`src/rtl/freq_div_ctrl_pkg.sv`:
```
// Shared definitions for the clock-divider sequencing controller: ratio bus width and FSM states.
package freq_div_ctrl_pkg;

  localparam int FDC_SIZE = 8;

  typedef enum logic [2:0] {
    FDC_IDLE  = 3'd0,
    FDC_LOAD  = 3'd1,
    FDC_START = 3'd2,
    FDC_RUN   = 3'd3,
    FDC_DRAIN = 3'd4
  } fdc_state_t;

  // States in which the divided output is live and completed periods are meaningful.
  function automatic logic fdc_counting(input fdc_state_t s);
    return (s == FDC_RUN) || (s == FDC_DRAIN);
  endfunction

endpackage

```
`src/rtl/div_period_tracker.sv`:
```
// Shadow of the datapath counter: flags the last input cycle of each output period.
// FREQ_DIV_CTRL_PERIOD_CNT_EN adds a wrapping count of completed periods.
module div_period_tracker
  import freq_div_ctrl_pkg::*;
#(
  parameter int SIZE = FDC_SIZE
) (
  input  logic            clk,
  input  logic            reset,
  input  logic            clear,
  input  logic            count_en,
  input  logic [SIZE-1:0] ratio,
`ifdef FREQ_DIV_CTRL_PERIOD_CNT_EN
  input  logic            period_clear,
  input  logic            period_inc_en,
  output logic [SIZE-1:0] period_cnt,
`endif
  output logic            period_end
);

  logic [SIZE-1:0] cnt;
  logic [SIZE-1:0] last;

  // ratio==1 gives last==0, so every cycle is a period end.
  assign last       = ratio - SIZE'(1);
  assign period_end = (cnt == last);

  always_ff @(posedge clk or posedge reset) begin
    if (reset) begin
      cnt <= '0;
    end else if (clear) begin
      cnt <= '0;
    end else if (count_en) begin
      cnt <= period_end ? '0 : cnt + SIZE'(1);
    end
  end

`ifdef FREQ_DIV_CTRL_PERIOD_CNT_EN
  always_ff @(posedge clk or posedge reset) begin
    if (reset) begin
      period_cnt <= '0;
    end else if (period_clear) begin
      period_cnt <= '0;
    end else if (period_inc_en && period_end) begin
      period_cnt <= period_cnt + SIZE'(1);
    end
  end
`endif

endmodule

```
`src/rtl/freq_div_ctrl.sv`:
```
// Sequencing controller for the programmable clock divider; ratio changes land only on period boundaries.
// Optional feature macro: FREQ_DIV_CTRL_PERIOD_CNT_EN (adds period_cnt output).
module freq_div_ctrl
  import freq_div_ctrl_pkg::*;
#(
  parameter int SIZE = FDC_SIZE
) (
  input  logic            clk,
  input  logic            reset,
  input  logic            req_valid,
  input  logic [SIZE-1:0] req_p,
  output logic            req_ready,
  output logic [SIZE-1:0] p_out,
  output logic            sel_odd,
  output logic            not_zero,
  output logic            enable,
  output logic            div_reset,
`ifdef FREQ_DIV_CTRL_PERIOD_CNT_EN
  output logic [SIZE-1:0] period_cnt,
`endif
  output logic            busy
);

  fdc_state_t      state;
  logic [SIZE-1:0] pend_p;
  logic [SIZE-1:0] load_p;
  logic            accept;
  logic            go_load;
  logic            period_end;

  assign accept = req_valid & req_ready;

  // A request accepted in IDLE loads straight from the bus; from DRAIN it comes from pend_p.
  always_comb begin
    load_p  = pend_p;
    go_load = 1'b0;
    case (state)
      FDC_IDLE: begin
        if (accept && (req_p != '0)) begin
          load_p  = req_p;
          go_load = 1'b1;
        end
      end
      FDC_DRAIN: begin
        if (period_end && (pend_p != '0)) begin
          go_load = 1'b1;
        end
      end
      default: ;
    endcase
  end

  always_ff @(posedge clk or posedge reset) begin
    if (reset) begin
      state     <= FDC_IDLE;
      pend_p    <= '0;
      p_out     <= '0;
      sel_odd   <= 1'b0;
      not_zero  <= 1'b0;
      enable    <= 1'b0;
      div_reset <= 1'b1;
      busy      <= 1'b0;
      req_ready <= 1'b0;
    end else if (go_load) begin
      state     <= FDC_LOAD;
      pend_p    <= load_p;
      p_out     <= load_p;
      sel_odd   <= load_p[0];
      not_zero  <= (load_p > SIZE'(1));
      div_reset <= 1'b1;
      enable    <= 1'b0;
      busy      <= 1'b1;
      req_ready <= 1'b0;
    end else begin
      case (state)
        FDC_IDLE: begin
          div_reset <= 1'b0;
          enable    <= 1'b0;
          busy      <= 1'b0;
          req_ready <= 1'b1;
        end
        FDC_LOAD: begin
          state     <= FDC_START;
          div_reset <= 1'b0;
          enable    <= 1'b1;
        end
        FDC_START: begin
          state     <= FDC_RUN;
          busy      <= 1'b0;
          req_ready <= 1'b1;
        end
        FDC_RUN: begin
          // Re-requesting the current ratio is acknowledged without disturbing the datapath.
          if (accept && (req_p != p_out)) begin
            state     <= FDC_DRAIN;
            pend_p    <= req_p;
            req_ready <= 1'b0;
            busy      <= 1'b1;
          end
        end
        FDC_DRAIN: begin
          if (period_end) begin
            state     <= FDC_IDLE;
            enable    <= 1'b0;
            busy      <= 1'b0;
            req_ready <= 1'b1;
          end
        end
        default: state <= FDC_IDLE;
      endcase
    end
  end

  div_period_tracker #(
    .SIZE(SIZE)
  ) u_tracker (
    .clk           (clk),
    .reset         (reset),
    .clear         (state == FDC_START),
    .count_en      (enable),
    .ratio         (p_out),
`ifdef FREQ_DIV_CTRL_PERIOD_CNT_EN
    .period_clear  (state == FDC_LOAD),
    .period_inc_en (fdc_counting(state)),
    .period_cnt    (period_cnt),
`endif
    .period_end    (period_end)
  );

endmodule

```
`config.mk`:
```
export PLATFORM = sky130hd
export DESIGN_NAME = freq_div_ctrl
export DESIGN_NICKNAME = d
export VERILOG_FILES = /design/src/rtl/freq_div_ctrl_pkg.sv /design/src/rtl/div_period_tracker.sv /design/src/rtl/freq_div_ctrl.sv
export SDC_FILE = /design/constraint.sdc
export NUM_CORES = 1
export LEC_CHECK = 0
export CORE_MARGIN = 4
export CORE_UTILIZATION = 60
export DETAILED_ROUTE_END_ITERATION = 8
export DONT_BUFFER_PORTS = 1
export GPL_TIMING_DRIVEN = 0
export PLACE_DENSITY = 0.76
export SLEW_MARGIN = 5
export SYNTH_ARGS = -nofsm -noshare
export SYNTH_HDL_FRONTEND = slang
export SYNTH_SLANG_ARGS = --single-unit
```
`constraint.sdc`:
```
create_clock -name clk -period 2.69 [get_ports clk]
set_input_delay 0.269 -clock clk [delete_from_list [all_inputs] [get_ports clk]]
set_output_delay 0.269 -clock clk [all_outputs]
set_load 0.05 [all_outputs]
```
After elaboration in Yosys (flattened, before gate mapping)
Cells that the tools add are included.
{ "word_totals": {"register_bits": 33, "latchBits": 0, "ramBits": 0, "rom_bits": 0, "inputBits": 11, "output_inout_bits": 14, "word_cells": 68, "n_memories": 0} }
{ "classes": {"addsub": 2, "n_mul": 0, "div_mod_pow": 0, "n_lt_le_gt_ge": 1, "eq_ne": 9, "shifts": 0, "n_mux": 27, "bitwise_logic": 1, "reduce_logical": 18} }
{ "op_table": {"columns": ["op", "count"], "rows": [
  ["8-bit two-way mux", 8],
  ["8-bit nonzero test", 2],
  ["3-bit case mux with 5 select lines", 1],
  ["1-bit two-way mux", 11],
  ["3-bit two-way mux", 3],
  ["1-bit case mux with 3 select lines", 3],
  ["8-bit by 1-bit adder with 8-bit output (second input constant)", 1],
  ["8-bit equality test", 1],
  ["8-bit by 1-bit > comparator with 1-bit output (second input constant)", 1],
  ["8-bit != test", 1],
  ["2-bit nonzero test", 4],
  ["4-bit nonzero test", 2],
  ["8-bit by 1-bit subtractor with 8-bit output (second input constant)", 1],
  ["3-bit by 2-bit equality test with 1-bit output (second input constant)", 2],
  ["3-bit != test (second input constant)", 2],
  ["3-bit AND reduction", 2],
  ["2-bit AND reduction", 2],
  ["2-bit OR reduction", 2],
  ["3-bit by 1-bit equality test with 1-bit output (second input constant)", 1],
  ["3-bit equality test (second input constant)", 1],
  ["1-bit logical AND", 3],
  ["3-bit logical NOT", 1],
  ["2-bit != test (second input constant)", 1],
  ["1-bit case mux with 2 select lines", 1],
  ["1-bit AND", 1]
]} }

Logic depth before layout (Yosys ltp)
Gate-level depths: netlist of the first run.
{ "depth": {"word_depth": 7, "depth_mapped": 9, "mapped_depth_nobuf": 8} }

By module
Synthesis of the first run repeated with hierarchy kept, for this count alone.
{ "hier_totals": {"hier_cells": 188, "hier_area_um2": 1991.9} }
{ "modules_own_cells": {"columns": ["module", "instances", "cells_per_inst", "area_each_um2", "seq_area_each_um2"], "rows": [
  ["freq_div_ctrl", 1, 113, 1300.0, 601.8],
  ["div_period_tracker", 1, 75, 691.9, 200.2]
]} }

Worst setup path before layout of the first run
No wires, ideal clock.
{ "synth_path": {"path_kind": "reg-to-reg", "startpoint": "reg p_out[2]", "endpoint": "reg u_tracker.cnt[6]", "arrival_ps": 2470, "t_required_ps": 2564, "slack_ps": 94, "path_stages_with_launch": 8, "synth_period_minus_slack_ps": 2596, "cell_sequence": "dfrtp_1 buf_6 or4_4 nor4_4 a311oi_2 a211oi_4 nor2_2 a221o_1"} }
{ "synth_between": {"elab_chain_cells": 5} }
{ "synth_lines": {"columns": ["item", "line", "rtl"], "rows": [
  ["start, declared", "freq_div_ctrl.sv:13", "output logic [SIZE-1:0] p_out,"],
  ["start signal, assigned", "freq_div_ctrl.sv:67", "p_out <= load_p;"],
  ["8-bit by 1-bit subtractor with 8-bit output", "div_period_tracker.sv:25", "assign last = ratio - SIZE'(1);"],
  ["8-bit equality test", "div_period_tracker.sv:26", "assign period_end = (cnt == last);"],
  ["8-bit two-way mux", "div_period_tracker.sv:34", "cnt <= period_end ? '0 : cnt + SIZE'(1);"],
  ["8-bit two-way mux", "div_period_tracker.sv:33", "end else if (count_en) begin"],
  ["8-bit two-way mux", "div_period_tracker.sv:31", "end else if (clear) begin"],
  ["end signal, assigned", "div_period_tracker.sv:34", null],
  ["end, declared", "div_period_tracker.sv:21", "logic [SIZE-1:0] cnt;"]
]} }
No other way between the ends. The select of a mux whose other input is x is not followed.
A chain may end at the register's enable or synchronous reset.

Worst setup path after layout of the first run
{ "layout_path": {"startpoint": "reg p_out[2]", "endpoint": "reg not_zero"} }
{ "layout_between": {"elab_chain_cells": 5} }
{ "layout_lines": {"columns": ["item", "line", "rtl"], "rows": [
  ["8-bit by 1-bit subtractor with 8-bit output", "div_period_tracker.sv:25", null],
  ["8-bit equality test", "div_period_tracker.sv:26", null],
  ["1-bit logical AND", "freq_div_ctrl.sv:45", "if (period_end && (pend_p != '0)) begin"],
  ["1-bit two-way mux", "freq_div_ctrl.sv:45", null],
  ["1-bit case mux with 2 select lines", "freq_div_ctrl.sv:37", "case (state)"],
  ["end signal, assigned", "freq_div_ctrl.sv:69", "not_zero <= (load_p > SIZE'(1));"],
  ["end, declared", "freq_div_ctrl.sv:15", "output logic not_zero,"]
]} }
No other way between the ends.

==> impl_metrics.toml, run 1 <==
[timing]
holdWs_ns = -0.0327
timing.slew.headroom_pct = 25.8
rsz_0062_raised_after_global_routing = "yes"
max_freq_ghz = 0.361
slew_viol_final = 0
finalHoldViolCount = 31
timing.final.crit_period_ns = 2.77
final_min_period_over_clock_period_pct = 103
final-setup-viol-count = 8
tightest_slew_ns = 1.11
fin_ws_ns = -0.0771
fin_skew_ns = 0.0155

[yosys]
yosys_most_used_dff = "sky130_fd_sc_hd__dfrtp_1"
synth_fp_nets = 221
synth_area_per_cell_um2 = 9.88
synth_top_cell_area_share_pct = 37.8
synthArstFlopShare_pct = 100
count_leader_synth = "sky130_fd_sc_hd__dfrtp_1"
synth-seq-cells = 32
count_of_flip_flops_with_a_built_in_enable_after_synthesis = 0
cell_types_with_the_highest_counts_after_synthesis = "31 x sky130_fd_sc_hd__dfrtp_1, 22 x sky130_fd_sc_hd__nand2_1, 11 x sky130_fd_sc_hd__xor2_1"
post_synth_main_area_contributors = "sky130_fd_sc_hd__dfrtp_1 38%, sky130_fd_sc_hd__xor2_1 4.7%, sky130_fd_sc_hd__nand2_1 4.0%"
synth.cell_area_um2 = 2050
post_synthesis_instance_total = 208
yosysWarnings = 0
synth_cell_types = 60
sequential_cell_area_fraction_in_the_yosys_report_pct = 39.0
synthDominantAreaCellType = "sky130_fd_sc_hd__dfrtp_1"

[layout]
antenna_cells = 0
drive_above_1_share_pct = 29.3
nNetsFinal = 241
filler_cell_count = 222
area.growth.synth_to_final_pct = 15.0
finalNonFillerCells = 273
utilization_pct = 74.9

[power]
ir_worst_vdd_uv = 675
finalPower_uw = 2780
static-leakage-power_uw = 0.000942
power-per-cell-area_nw_per_um2 = 1180

[worst_setup_path]
r2r_end = "not_zero$_DFFE_PP0N_"
cp_top_family = "simple AND/OR/NAND/NOR gates"
r2r.worst_path.cells = 8
timing.critical_path.arrival_ns = 2.95
required_ns = 2.87
critical_path.reg2reg.startpoint = "p_out[2]$_DFFE_PP0N_"
end_kind = "flop"
worstSetupPathType = "reg -> reg"
reg2reg_setup_slack_ns = -0.08
critical-path-max-stage-delay_ns = 0.57
worstPathCellList = "buf_6 > or4_4 > nor3_1 > o21ai_2 > a2111o_1 > nor2_4 > buf_12 > o311ai_2"
worst-path-max-fanout = 8
cpMaxStageDelayCell = "sky130_fd_sc_hd__or4_4"
path_buf_inv = 2
setup.worst_path.start_class = "flop"

[drt]
viasPerCell = 6.30
routed_wire_length_per_instance_um = 18.8
remaining_drc_errors = 0
drtIter0Drc = 130
routed_antenna_nets = 0
routed-via-count = 1719
dr.pass1.iters = 4
postRouteWirelength_um = 5140

[grt]
first_pass_grt_wire_length_um = 8140
gr-max-usage-layer = "met2"
grt_use_total_pct = 24.3
via_count_of_the_first_global_routing_pass = 1725
grt_use_met2_pct = 41.0
maximum_number_of_pins_on_one_net_before_global_route_repair = 33
global_route.usage.met1_pct = 29.6
number_of_antenna_violations_at_the_first_check_in_global_routing = 0
grt-ovfl-total = 0
grt_use_met3_pct = 7.08

[die]
design.portCount = 25
dieWidth_um = 66.5
die_area_um2 = 4420
initial_core_util_pct = 65.2
dieHeight_um = 66.5
core_area_um2 = 3150
floorplan.rows = 20

[clock_network]
clockBufferDepth = 2
cts-buffers-inserted = 5
cts.sinks = 32
clock_tree_from_tritoncts = "done"
clock-root-buffer = "sky130_fd_sc_hd__clkbuf_4"
cts_hold_buf = 0
clock_insertion_delay_worst_skew_ns = 0.33
cts-htree-levels = 2
clkTransAtPathRegs_ns = 0.10

[place]
gpl.final_weighted_congestion = 0.841
dp_hpwl_um = 3520
dp.cells = 252
port_buffers = 0

[run]
drv.max_cap_violation_count = 0

[hold_path]
hold_class = "in -> async"

[status]
status = "finished with violations"
violated_checks = "hold timing, setup timing"
## area by class of cell
cell class                 instances  area (µm²)  share of cell area, %
inverter                           9        33.8                   1.43
clock buffer                       8        48.8                   2.07
multi-input combinational        156        1220                   51.7
timing repair buffer              13         118                   4.98
buffer                            11        73.8                   3.12
tap                               44        55.1                   2.33
sequential                        32         812                   34.4
## worst max-delay path by stage
stage	start	endpoint	slack [ns]	depth (start not counted)
finish	p_out[2]$_DFFE_PP0N_	not_zero$_DFFE_PP0N_	-0.08	8
global route	p_out[2]$_DFFE_PP0N_	not_zero$_DFFE_PP0N_	-0.15	8
CTS	p_out[0]$_DFFE_PP0N_	u_tracker.cnt[6]$_DFFE_PP0P_	0.04	11
detailed placement	p_out[0]$_DFFE_PP0N_	u_tracker.cnt[6]$_DFFE_PP0P_	-0.29	8
global placement	p_out[0]$_DFFE_PP0N_	u_tracker.cnt[6]$_DFFE_PP0P_	-0.21	8
floorplan	p_out[2]$_DFFE_PP0N_	u_tracker.cnt[6]$_DFFE_PP0P_	0.09	7
## timing repair
item / 4_1_cts / 5_1_grt
setup buffers: 5 / 9
setup endpoints to repair: 24 / 24
pin swaps: 4 / 9
resized for setup: 7 / 17
## report_power, final
group	internal, µW	leakage (µW)	switching [µW]
combinational	583	0.000529	695
clock	104	0.0000265	148
sequential	689	0.000386	563
total	1380	0.000942	1410
## flip-flops by register name, summed over array words and instances (netlist names)
register,count
busy,1
enable,1
u_tracker.cnt,8
div_reset,1
pend_p,8
p_out,8
state,3
req_ready,1
not_zero,1
## routing by layer
metal | up-vias | part of all wire, %
li1 | 808 | -
met1 | 857 | 41
met2 | 46 | 51
met3 | 8 | 6.0
met4 | 0 | 1.1
met5 | - | 0
## worst register-to-register path, cell delays in order, from the launching register on
cell and delay, ns:
sky130_fd_sc_hd__dfrtp_2 0.53, sky130_fd_sc_hd__buf_6 0.17, sky130_fd_sc_hd__or4_4 0.57, sky130_fd_sc_hd__nor3_1 0.28, sky130_fd_sc_hd__o21ai_2 0.17, sky130_fd_sc_hd__a2111o_1 0.52
sky130_fd_sc_hd__nor2_4 0.15, sky130_fd_sc_hd__buf_12 0.14, sky130_fd_sc_hd__o311ai_2 0.10
## through the flow
step                      instance area (µm²)  setup WS [ns]  TNS (ns)
after floorplan                          2050         0.0936         0
after global placement                   2110         -0.211     -2.88
after detailed placement                 2110         -0.289     -4.26
after CTS                                2210         0.0355         0
after global routing                     2360         -0.151     -1.12
final                                    2360        -0.0771    -0.384
## cell usage in the layout (no fill, tap or decap), types with 6 or more instances in the layout
cell / Yosys / routed
sky130_fd_sc_hd__clkbuf_1: 4 / 6
sky130_fd_sc_hd__nor2_1: 10 / 9
sky130_fd_sc_hd__xor2_1: 11 / 11
sky130_fd_sc_hd__mux2_2: 7 / 7
sky130_fd_sc_hd__nand2_1: 22 / 22
sky130_fd_sc_hd__buf_4: 4 / 14
sky130_fd_sc_hd__inv_1: 9 / 8
sky130_fd_sc_hd__nand3_1: 9 / 9
sky130_fd_sc_hd__nand2b_1: 7 / 7
sky130_fd_sc_hd__dfrtp_1: 31 / 25
## kinds of logic after synthesis
group / after synthesis / share of synthesized area (%)
compound gates: 48 / 20.9
xor+xnor: 17 / 7.25
fa+ha+maj: 2 / 1.22
buf+inv: 20 / 5.18
flops: 32 / 39.0
mux: 7 / 3.84
simple gates: 82 / 22.6
Power figures use the tool's default switching activity.
==> inputs of run 2 (changes only) <==
--- a/config.mk
+++ b/config.mk
@@ -6,11 +6,11 @@
 export NUM_CORES = 1
 export LEC_CHECK = 0
 export CORE_MARGIN = 4
-export CORE_UTILIZATION = 60
+export CORE_UTILIZATION = 57
 export DETAILED_ROUTE_END_ITERATION = 8
 export DONT_BUFFER_PORTS = 1
 export GPL_TIMING_DRIVEN = 0
-export PLACE_DENSITY = 0.76
+export PLACE_DENSITY = 0.75
 export SLEW_MARGIN = 5
 export SYNTH_ARGS = -nofsm -noshare
 export SYNTH_HDL_FRONTEND = slang
==> constraint.sdc (replaced) <==
create_clock -name clk -period 2.5 [get_ports clk]
set_input_delay 0.25 -clock clk [delete_from_list [all_inputs] [get_ports clk]]
set_output_delay 0.25 -clock clk [all_outputs]
set_load 0.05 [all_outputs]
==> impl_metrics.toml, run 2 (synthesis results as in run 1) <==
[clock_network]
clkTransAtPathRegs_ns = 0.11
cts-htree-levels = 2
clock_insertion_delay_worst_skew_ns = 0.34
cts.sinks = 32
cts-buffers-inserted = 5
clockBufferDepth = 2
clock-root-buffer = "sky130_fd_sc_hd__clkbuf_4"
clock_tree_from_tritoncts = "done"

[place]
port_buffers = 0
dp.cells = 254
dp_hpwl_um = 3380
gpl.final_weighted_congestion = 0.868

[drt]
routed_wire_length_per_instance_um = 19.3
routed_antenna_nets = 0
routed-via-count = 1767
viasPerCell = 6.54
dr.pass1.iters = 4
remaining_drc_errors = 0
drtIter0Drc = 210
postRouteWirelength_um = 5210

[grt]
via_count_of_the_first_global_routing_pass = 1849
grt_use_total_pct = 25.1
maximum_number_of_pins_on_one_net_before_global_route_repair = 33
grt-ovfl-total = 0
number_of_antenna_violations_at_the_first_check_in_global_routing = 0
first_pass_grt_wire_length_um = 8730

[power]
finalPower_uw = 3140
ir_worst_vdd_uv = 684
static-leakage-power_uw = 0.000939
power-per-cell-area_nw_per_um2 = 1310

[timing]
holdWs_ns = 0.0439
finalHoldViolCount = 0
timing.slew.headroom_pct = 54.3
tightest_slew_ns = 0.684
rsz_0062_raised_after_global_routing = "yes"
timing.final.crit_period_ns = 2.59
max_freq_ghz = 0.386
final.setup.tns_ns = -0.564
fin_skew_ns = 0.0107
final-setup-viol-count = 10
final_min_period_over_clock_period_pct = 104
slew_viol_final = 0
fin_ws_ns = -0.0894

[die]
initial_core_util_pct = 60.1
die_area_um2 = 4630
floorplan.rows = 21
dieWidth_um = 68.0
core_area_um2 = 3420
design.portCount = 25
dieHeight_um = 68.0

[worst_setup_path]
reg2reg_setup_slack_ns = -0.09
end_kind = "flop"
required_ns = 2.73
worst-path-max-fanout = 5
timing.critical_path.arrival_ns = 2.82
setup.worst_path.start_class = "flop"
r2r_end = "not_zero$_DFFE_PP0N_"
critical_path.reg2reg.startpoint = "p_out[2]$_DFFE_PP0N_"
r2r.worst_path.cells = 9
worstSetupPathType = "reg -> reg"

[layout]
layout.cells.most_common = "sky130_fd_sc_hd__dfrtp_1"
area.growth.synth_to_final_pct = 17.1
layout_top_registers = "p_out x8, pend_p x8, u_tracker.cnt x8"
nNetsFinal = 236
layout_common_cells = "23 x sky130_fd_sc_hd__dfrtp_1, 22 x sky130_fd_sc_hd__nand2_1, 10 x sky130_fd_sc_hd__xor2_1"
antenna_cells = 0
finalNonFillerCells = 270
drive_above_1_share_pct = 32.6

[status]
status = "finished with violations"
violated_checks = "setup timing"

[hold_path]
hold-path-endpoint = "p_out[2]$_DFFE_PP0N_"
holdPathStages = 2
hold_class = "in -> reg"
min-delay-start = "req_p[2]"

[run]
drv.max_cap_violation_count = 0
## run 2: what timing repair did
action | in CTS | in global routing
endpoints found under the setup margin | 30 | 29
gates resized for setup | 23 | 11
endpoints found under the hold margin | 0 | 31
hold buffers | 0 | 1
cloned | 1 | 0
buffers inserted | 5 | 1
pin swaps | 9 | 7
## run 2: area by class of cell
cell class              count  area, µm²
well taps                  46       57.6
repair buffers              8       78.8
plain buffers              11       73.8
clock inverters             2       35.0
clock buffers               6       41.3
flip-flops and latches     32        817
fillers                   255       1010
inverters                   9       33.8
multi-input cells         156       1270
## run 2: report_power, final
part           switching [µW]  total, µW  internal (µW)
combinational             775       1380            603
sequential                626       1370            748
clock                     184        393            209
## run 2: worst max-delay path by stage
stage / from / to / slack, ns / cells past startpoint
after global routing: p_out[0]$_DFFE_PP0N_ / u_tracker.cnt[6]$_DFFE_PP0P_ / -0.18 / 10
after global placement: p_out[0]$_DFFE_PP0N_ / u_tracker.cnt[6]$_DFFE_PP0P_ / -0.18 / 8
after detailed placement: p_out[0]$_DFFE_PP0N_ / u_tracker.cnt[6]$_DFFE_PP0P_ / -0.30 / 8
final: p_out[2]$_DFFE_PP0N_ / not_zero$_DFFE_PP0N_ / -0.09 / 9
after floorplan: p_out[2]$_DFFE_PP0N_ / u_tracker.cnt[6]$_DFFE_PP0P_ / 0.02 / 7
after CTS: p_out[0]$_DFFE_PP0N_ / p_out[3]$_DFFE_PP0N_ / -0.07 / 6
## run 2: worst max-delay path, cell delays in order, from the launching register on
cell                        delay [ns]
sky130_fd_sc_hd__dfrtp_2          0.53
sky130_fd_sc_hd__buf_6            0.17
sky130_fd_sc_hd__or4_4            0.53
sky130_fd_sc_hd__nor4_4           0.21
sky130_fd_sc_hd__a311oi_4         0.10
sky130_fd_sc_hd__a2111oi_4        0.36
sky130_fd_sc_hd__buf_4            0.21
sky130_fd_sc_hd__buf_6            0.13
sky130_fd_sc_hd__nand3_1          0.11
sky130_fd_sc_hd__o311ai_2         0.11
## run 2: layer usage
layer	GRT usage (%)	routed length, µm
met3	5.58	434
met1	32.5	2110
met2	41.9	2560
met5	0	0
met4	6.95	106
## run 2: metrics by stage
stage          util (%)  setup WS (ns)  cell area, µm²
4_1_cts            68.6        -0.0727            2340
3_3_place_gp       61.9         -0.182            2120
2_1_floorplan         -         0.0178            2060
5_1_grt            70.4         -0.175            2410
3_5_place_dp       61.9         -0.305            2120
6_report           70.4        -0.0894            2410
